<file path="src/rtl/fp_add_arbiter_pkg.sv">
// Shared constants for the FP adder arbiter: data width, default tag sizing and
// IEEE-754 single-precision values used by benches.
package fp_add_arbiter_pkg;

    localparam int unsigned FP_W          = 32;
    localparam int unsigned DEF_TAG_DEPTH = 8;
    localparam int unsigned DEF_TAG_W     = 3;

    localparam logic [31:0] POS_ONE = 32'h3F80_0000;
    localparam logic [31:0] POS_TWO = 32'h4000_0000;
    localparam logic [31:0] QNAN    = 32'h7FC0_0000;

endpackage

</file>
<file path="src/rtl/fp_arb_tag_fifo.sv">
// Synchronous tag FIFO recording which requester owns each op in flight through
// the adder; head tag is visible combinationally on pop_tag.
module fp_arb_tag_fifo
    import fp_add_arbiter_pkg::*;
#(
    parameter int unsigned TAG_W     = DEF_TAG_W,
    parameter int unsigned TAG_DEPTH = DEF_TAG_DEPTH
) (
    input  logic                           clk,
    input  logic                           rst,
    input  logic                           push,
    input  logic [TAG_W-1:0]               push_tag,
    input  logic                           pop,
    output logic [TAG_W-1:0]               pop_tag,
    output logic                           full,
    output logic                           empty,
    output logic [$clog2(TAG_DEPTH+1)-1:0] count
);
    localparam int unsigned AW = (TAG_DEPTH > 1) ? $clog2(TAG_DEPTH) : 1;
    localparam int unsigned CW = $clog2(TAG_DEPTH + 1);

    logic [TAG_W-1:0] mem [TAG_DEPTH];
    logic [AW-1:0]    wr_ptr;
    logic [AW-1:0]    rd_ptr;
    logic             do_push;
    logic             do_pop;

    function automatic logic [AW-1:0] ptr_next(input logic [AW-1:0] p);
        return (p == AW'(TAG_DEPTH - 1)) ? '0 : p + 1'b1;
    endfunction

    assign full    = (count == CW'(TAG_DEPTH));
    assign empty   = (count == '0);
    assign do_push = push & ~full;
    assign do_pop  = pop & ~empty;
    assign pop_tag = mem[rd_ptr];

    always_ff @(posedge clk) begin
        if (rst) begin
            wr_ptr <= '0;
            rd_ptr <= '0;
            count  <= '0;
        end else begin
            if (do_push) wr_ptr <= ptr_next(wr_ptr);
            if (do_pop)  rd_ptr <= ptr_next(rd_ptr);
            case ({do_push, do_pop})
                2'b10:   count <= count + 1'b1;
                2'b01:   count <= count - 1'b1;
                default: count <= count;
            endcase
        end
    end

    always_ff @(posedge clk) begin
        if (do_push) mem[wr_ptr] <= push_tag;
    end

endmodule

</file>
<file path="src/rtl/fp_add_arbiter.sv">
// Round-robin front end sharing one fixed-latency FP adder among NUM_REQ clients.
// Define FP_ARB_STATS_EN to build the 32-bit issued-op counter on opCountOut.
module fp_add_arbiter
    import fp_add_arbiter_pkg::*;
#(
    parameter int unsigned NUM_REQ   = 4,
    parameter int unsigned TAG_DEPTH = DEF_TAG_DEPTH,
    parameter int unsigned TAG_W     = DEF_TAG_W
) (
    input  logic                    clkIn,
    input  logic                    rstIn,
    input  logic [NUM_REQ-1:0]      reqValidIn,
    input  logic [NUM_REQ*FP_W-1:0] reqDataAIn,
    input  logic [NUM_REQ*FP_W-1:0] reqDataBIn,
    output logic [NUM_REQ-1:0]      reqReadyOut,
    output logic [NUM_REQ-1:0]      respValidOut,
    output logic [FP_W-1:0]         respDataOut,
    output logic [FP_W-1:0]         addDataAOut,
    output logic [FP_W-1:0]         addDataBOut,
    output logic                    addValidOut,
    input  logic [FP_W-1:0]         addDataIn,
    input  logic                    addValidIn,
    output logic                    errOut,
    output logic [31:0]             opCountOut
);
    localparam int unsigned IW = $clog2(NUM_REQ);
    localparam int unsigned CW = $clog2(TAG_DEPTH + 1);

    logic [IW-1:0]      rr_ptr;
    logic [IW-1:0]      grant_idx;
    logic               grant_any;
    logic [NUM_REQ-1:0] grant;
    logic               tag_full;
    logic               tag_empty;
    logic [TAG_W-1:0]   pop_tag;
    logic [CW-1:0]      in_flight;
    logic               pop;

    // Grant only goes to a valid requester, so a grant is always a handshake.
    always_comb begin
        logic [IW:0] idx;
        grant     = '0;
        grant_idx = '0;
        grant_any = 1'b0;
        idx       = '0;
        if (!rstIn && !tag_full) begin
            for (int unsigned k = 0; k < NUM_REQ; k++) begin
                idx = {1'b0, rr_ptr} + (IW+1)'(k);
                if (idx >= (IW+1)'(NUM_REQ)) idx = idx - (IW+1)'(NUM_REQ);
                if (!grant_any && reqValidIn[idx[IW-1:0]]) begin
                    grant[idx[IW-1:0]] = 1'b1;
                    grant_idx          = idx[IW-1:0];
                    grant_any          = 1'b1;
                end
            end
        end
    end

    assign reqReadyOut = grant;
    assign pop         = addValidIn & ~tag_empty;

    fp_arb_tag_fifo #(
        .TAG_W     (TAG_W),
        .TAG_DEPTH (TAG_DEPTH)
    ) u_tag_fifo (
        .clk      (clkIn),
        .rst      (rstIn),
        .push     (grant_any),
        .push_tag (TAG_W'(grant_idx)),
        .pop      (pop),
        .pop_tag  (pop_tag),
        .full     (tag_full),
        .empty    (tag_empty),
        .count    (in_flight)
    );

    always_ff @(posedge clkIn) begin
        if (rstIn) begin
            rr_ptr       <= '0;
            addValidOut  <= 1'b0;
            addDataAOut  <= '0;
            addDataBOut  <= '0;
            respValidOut <= '0;
            respDataOut  <= '0;
            errOut       <= 1'b0;
        end else begin
            addValidOut <= grant_any;
            if (grant_any) begin
                addDataAOut <= reqDataAIn[FP_W*grant_idx +: FP_W];
                addDataBOut <= reqDataBIn[FP_W*grant_idx +: FP_W];
                rr_ptr      <= (grant_idx == IW'(NUM_REQ - 1)) ? '0 : grant_idx + 1'b1;
            end
            respValidOut <= pop ? (NUM_REQ'(1) << pop_tag) : '0;
            if (pop) respDataOut <= addDataIn;
            // A result with nothing in flight is dropped and latched as an error.
            if (addValidIn && (in_flight == '0)) errOut <= 1'b1;
        end
    end

`ifdef FP_ARB_STATS_EN
    always_ff @(posedge clkIn) begin
        if (rstIn) opCountOut <= '0;
        else if (grant_any) opCountOut <= opCountOut + 1'b1;
    end
`else
    assign opCountOut = '0;
`endif

endmodule

</file>
<file path="config.mk">
export PLATFORM = sky130hd
export DESIGN_NAME = fp_add_arbiter
export DESIGN_NICKNAME = d
export VERILOG_FILES = /design/src/rtl/fp_add_arbiter_pkg.sv /design/src/rtl/fp_arb_tag_fifo.sv /design/src/rtl/fp_add_arbiter.sv
export SDC_FILE = /design/constraint.sdc
export NUM_CORES = 1
export LEC_CHECK = 0
export BUFFER_PORTS_ARGS = -buffer_cell sky130_fd_sc_hd__buf_2
export CAP_MARGIN = 10
export CORE_AREA = 5 5 166 168
export DETAILED_ROUTE_END_ITERATION = 12
export DIE_AREA = 0 0 171 173
export GPL_ROUTABILITY_DRIVEN = 1
export MAX_ROUTING_LAYER = met4
export PLACE_DENSITY = 0.67
export SLEW_MARGIN = 40
export SYNTH_ARGS = -nofsm -noshare
export SYNTH_HDL_FRONTEND = slang
export SYNTH_SLANG_ARGS = --single-unit
</file>
<file path="constraint.sdc">
create_clock -name clkIn -period 4.8 [get_ports clkIn]
set_clock_uncertainty 0.2 [all_clocks]
set_input_delay 0.72 -clock clkIn [delete_from_list [all_inputs] [get_ports clkIn]]
set_output_delay 0.72 -clock clkIn [all_outputs]
set_load 0.01 [all_outputs]
</file>
==> impl_metrics.ini <==
[outcome]
status = finished, final reports clean

[detailed_routing]
vias_per_cell = 5.161
drc = 0
final_antenna_net_count = 0
routed_wl_um = 28890
wl_per_cell_um = 18.29
drt-pass1-iter-count = 5
drt_iter0_drc = 428
dr_total_vias = 8155

[logic_synthesis]
synth_cells = 867
synth_flop_cell = dfxtp_1
ys_seq_area_frac = 0.3825
synth_edf_count = 16
synth_cell_types = 50
ys_async_sr_fraction = 0
synthesis.area_um2 = 7380
ys_ff_latch = 133
ys_warn_count = 0
syn_area_per_cell_um2 = 8.512

[pwr]
power.share.clock = 0.236
power.share.switching = 0.4082
ir_drop_uv = 363.2
power_frac_seq = 0.313
comb_power_share = 0.451
p_leak_uw = 0.004721
power.internal_uw = 3425
power_density_nw_per_um2 = 574.1
p_switching_uw = 2363

[critical_path]
worstPathRequired_ns = 3.88
cpPeakStageDelay_ns = 0.73
path_max_fanout = 17
worst_ep_arrival_time_ns = 3.37
worstSetupPathType = reg2out
crit_chain = inv_1 -> ha_1 -> mux4_2 -> nor2b_1 -> a22oi_1 -> nor2_1 -> a221oi_1 -> nor2_1 -> buf_2
end_kind = output pin
cp_common_cell = nor2_1
cp-start-kind = register
critPathSlowestCell = dfxtp_1
path_buf_inv = 2
path_delay_family = flip-flops

[floorplan]
dieArea_um2 = 29580
std_cell_rows = 59
fp.coreArea_um2 = 25760
pin_count = 433
die-height_um = 173
die_w_um = 171
start_util = 0.2864

[placed_design]
gp_congestion = 0.8573
dp_hpwl_um = 21130
io_buffers = 400
pre_cts_slack_ns = 0.8076
dp_cells = 1543

[global_routing]
grt_pass1_vias = 8261
antenna_found_initial = 8
grt_busiest_layer = met2
grt_max_degree = 69
gr-total-overflow = 0
track_usage = 0.1911
met2_usage = 0.3163
grt_pass1_wl_um = 44400
grt_use_met3 = 0.03767
use_met1 = 0.2314

[clock_tree]
cts_buffers = 17
cts_buffer_depth = 2
cts_root_buf = clkbuf_16
post_cts_buffers = 0
clock-sinks = 133
cts.repair.resized = 0
clk_latency_ns = 0.41
hold_buffers = 0
cts_tree = yes
clkSlewWorstSetupHoldPaths_ns = 0.06
htree_levels = 4

[timing]
min_period_over_period = 0.8945
tns_ns = 0
tightestPinTransition_ns = 0.8898
max_freq_mhz = 232.9
fin_crit_ns = 4.294
slew_headroom = 0.4068
maxSlewViolCount = 0
worst_slack_ns = 0.5062
whs_ns = 0.2499
finalHoldViolations = 0
setup_viol = 0
rsz0062_at_grt = no

[cells_and_area]
fin_cells = 1580
drive_gt1_frac = 0.4169
syn_to_final_growth_pct = 36.61
finalNetCount = 1537

[run]
maxCapViolations = 0

[hold_path]
min_path_type = reg2reg
-- flip-flops by register name, summed over array words and instances (netlist names), named ones only --
register and flops:
respDataOut 32, u_tag_fifo.mem 16, u_tag_fifo.rd_ptr 3, errOut 1
addDataAOut 32, u_tag_fifo.count 4, addValidOut 1, u_tag_fifo.wr_ptr 3
addDataBOut 32, rr_ptr 2, respValidOut 4
-- final cells by class --
cell class              instances  area, µm²
flip-flops and latches        133       2823
fillers                      2603      15680
clock buffers                  20      479.2
clock inverters                12      126.4
repair buffers                416       2126
well taps                     335      419.2
multi-input cells             587       3825
diodes                          5      12.51
inverters                      72      270.3
-- metal layers --
metal | part of all wire | routed length [µm]
met1 | 0.39 | 11280
met3 | 0.094 | 2719
met5 | 0 | 0
met2 | 0.49 | 14140
met4 | 0.026 | 754
-- power by group through the flow --
stage	sequential (µW)	combinational [µW]	clock, µW
after floorplan	1930	1620	0
after global placement	1820	2560	0
after detailed placement	1820	2620	0
after CTS	1810	2620	1410
after global routing	1860	2890	1450
final	1810	2610	1360
-- path summary, 6_finish.rpt --
kind | start | end | slack [ns] | cells after the start
min | respDataOut[30] | respDataOut[30] | 0.25 | 2
max | rr_ptr[0] | reqReadyOut[0] | 0.51 | 9
min reg2reg | respDataOut[30] | respDataOut[30] | 0.25 | 2
max reg2reg | rr_ptr[0] | addDataBOut[22] | 0.78 | 9
-- synthesized netlist by cell type, types with 3 or more instances --
cell type,number,area share
nor3_1,68,0.046
a221oi_2,6,0.012
nand2b_1,3,0.0025
ha_1,15,0.025
a221oi_1,62,0.074
a22oi_1,4,0.0041
inv_1,69,0.035
o22ai_1,3,0.0025
o21ai_0,4,0.0027
buf_4,36,0.037
dfxtp_1,117,0.32
buf_2,8,0.0054
o221a_1,20,0.031
a21oi_1,108,0.073
nor2_1,86,0.044
nand2_1,84,0.043
nor3b_1,3,0.0031
mux4_2,7,0.021
clkbuf_1,55,0.028
xor2_1,3,0.0036
o221a_2,43,0.066
mux2i_1,7,0.0095
nor4_1,3,0.0025
edfxtp_1,16,0.065
buf_6,6,0.0092
-- kinds of logic (layout without fill, tap and decap cells) --
family | after synthesis | after routing | share of synthesized area
muxes | 16 | 16 | 0.03391
xor gates and xnor gates | 4 | 4 | 0.004748
adders and majority gates | 15 | 15 | 0.02543
buffers and inverters | 178 | 520 | 0.1165
AOI/OAI and AO/OA | 259 | 259 | 0.2799
other | 1 | 37 | 0.0005082
and+or+nand+nor | 261 | 261 | 0.1565
DFF | 133 | 133 | 0.3825
-- tightest hold or removal path, cell delays in order (launching register included) --
cell,delay [ns]
dfxtp_1,0.30
nand2_1,0.05
a21oi_1,0.05
-- per-stage QoR --
step | util | total power (µW) | area, µm²
after CTS | 0.3907 | 5844 | 10060
after detailed placement | 0.3672 | 4440 | 9459
after floorplan | - | 3550 | 7496
after global routing | 0.3913 | 6200 | 10080
after global placement | 0.3670 | 4386 | 9454
final | 0.3913 | 5788 | 10080
-- layout by cell type, fill, tap and decap left out, drive strengths merged, types with 15 or more instances in the layout --
master,synthesis,routed
buf,50,416
nor3,69,69
nand2,84,84
clkbuf,56,20
o221a,63,63
a221oi,69,69
ha,15,15
inv,70,80
dfxtp,117,117
conb,1,32
a21oi,108,108
edfxtp,16,16
nor2,86,86
Note: power is estimated with default switching activity, not from simulation.
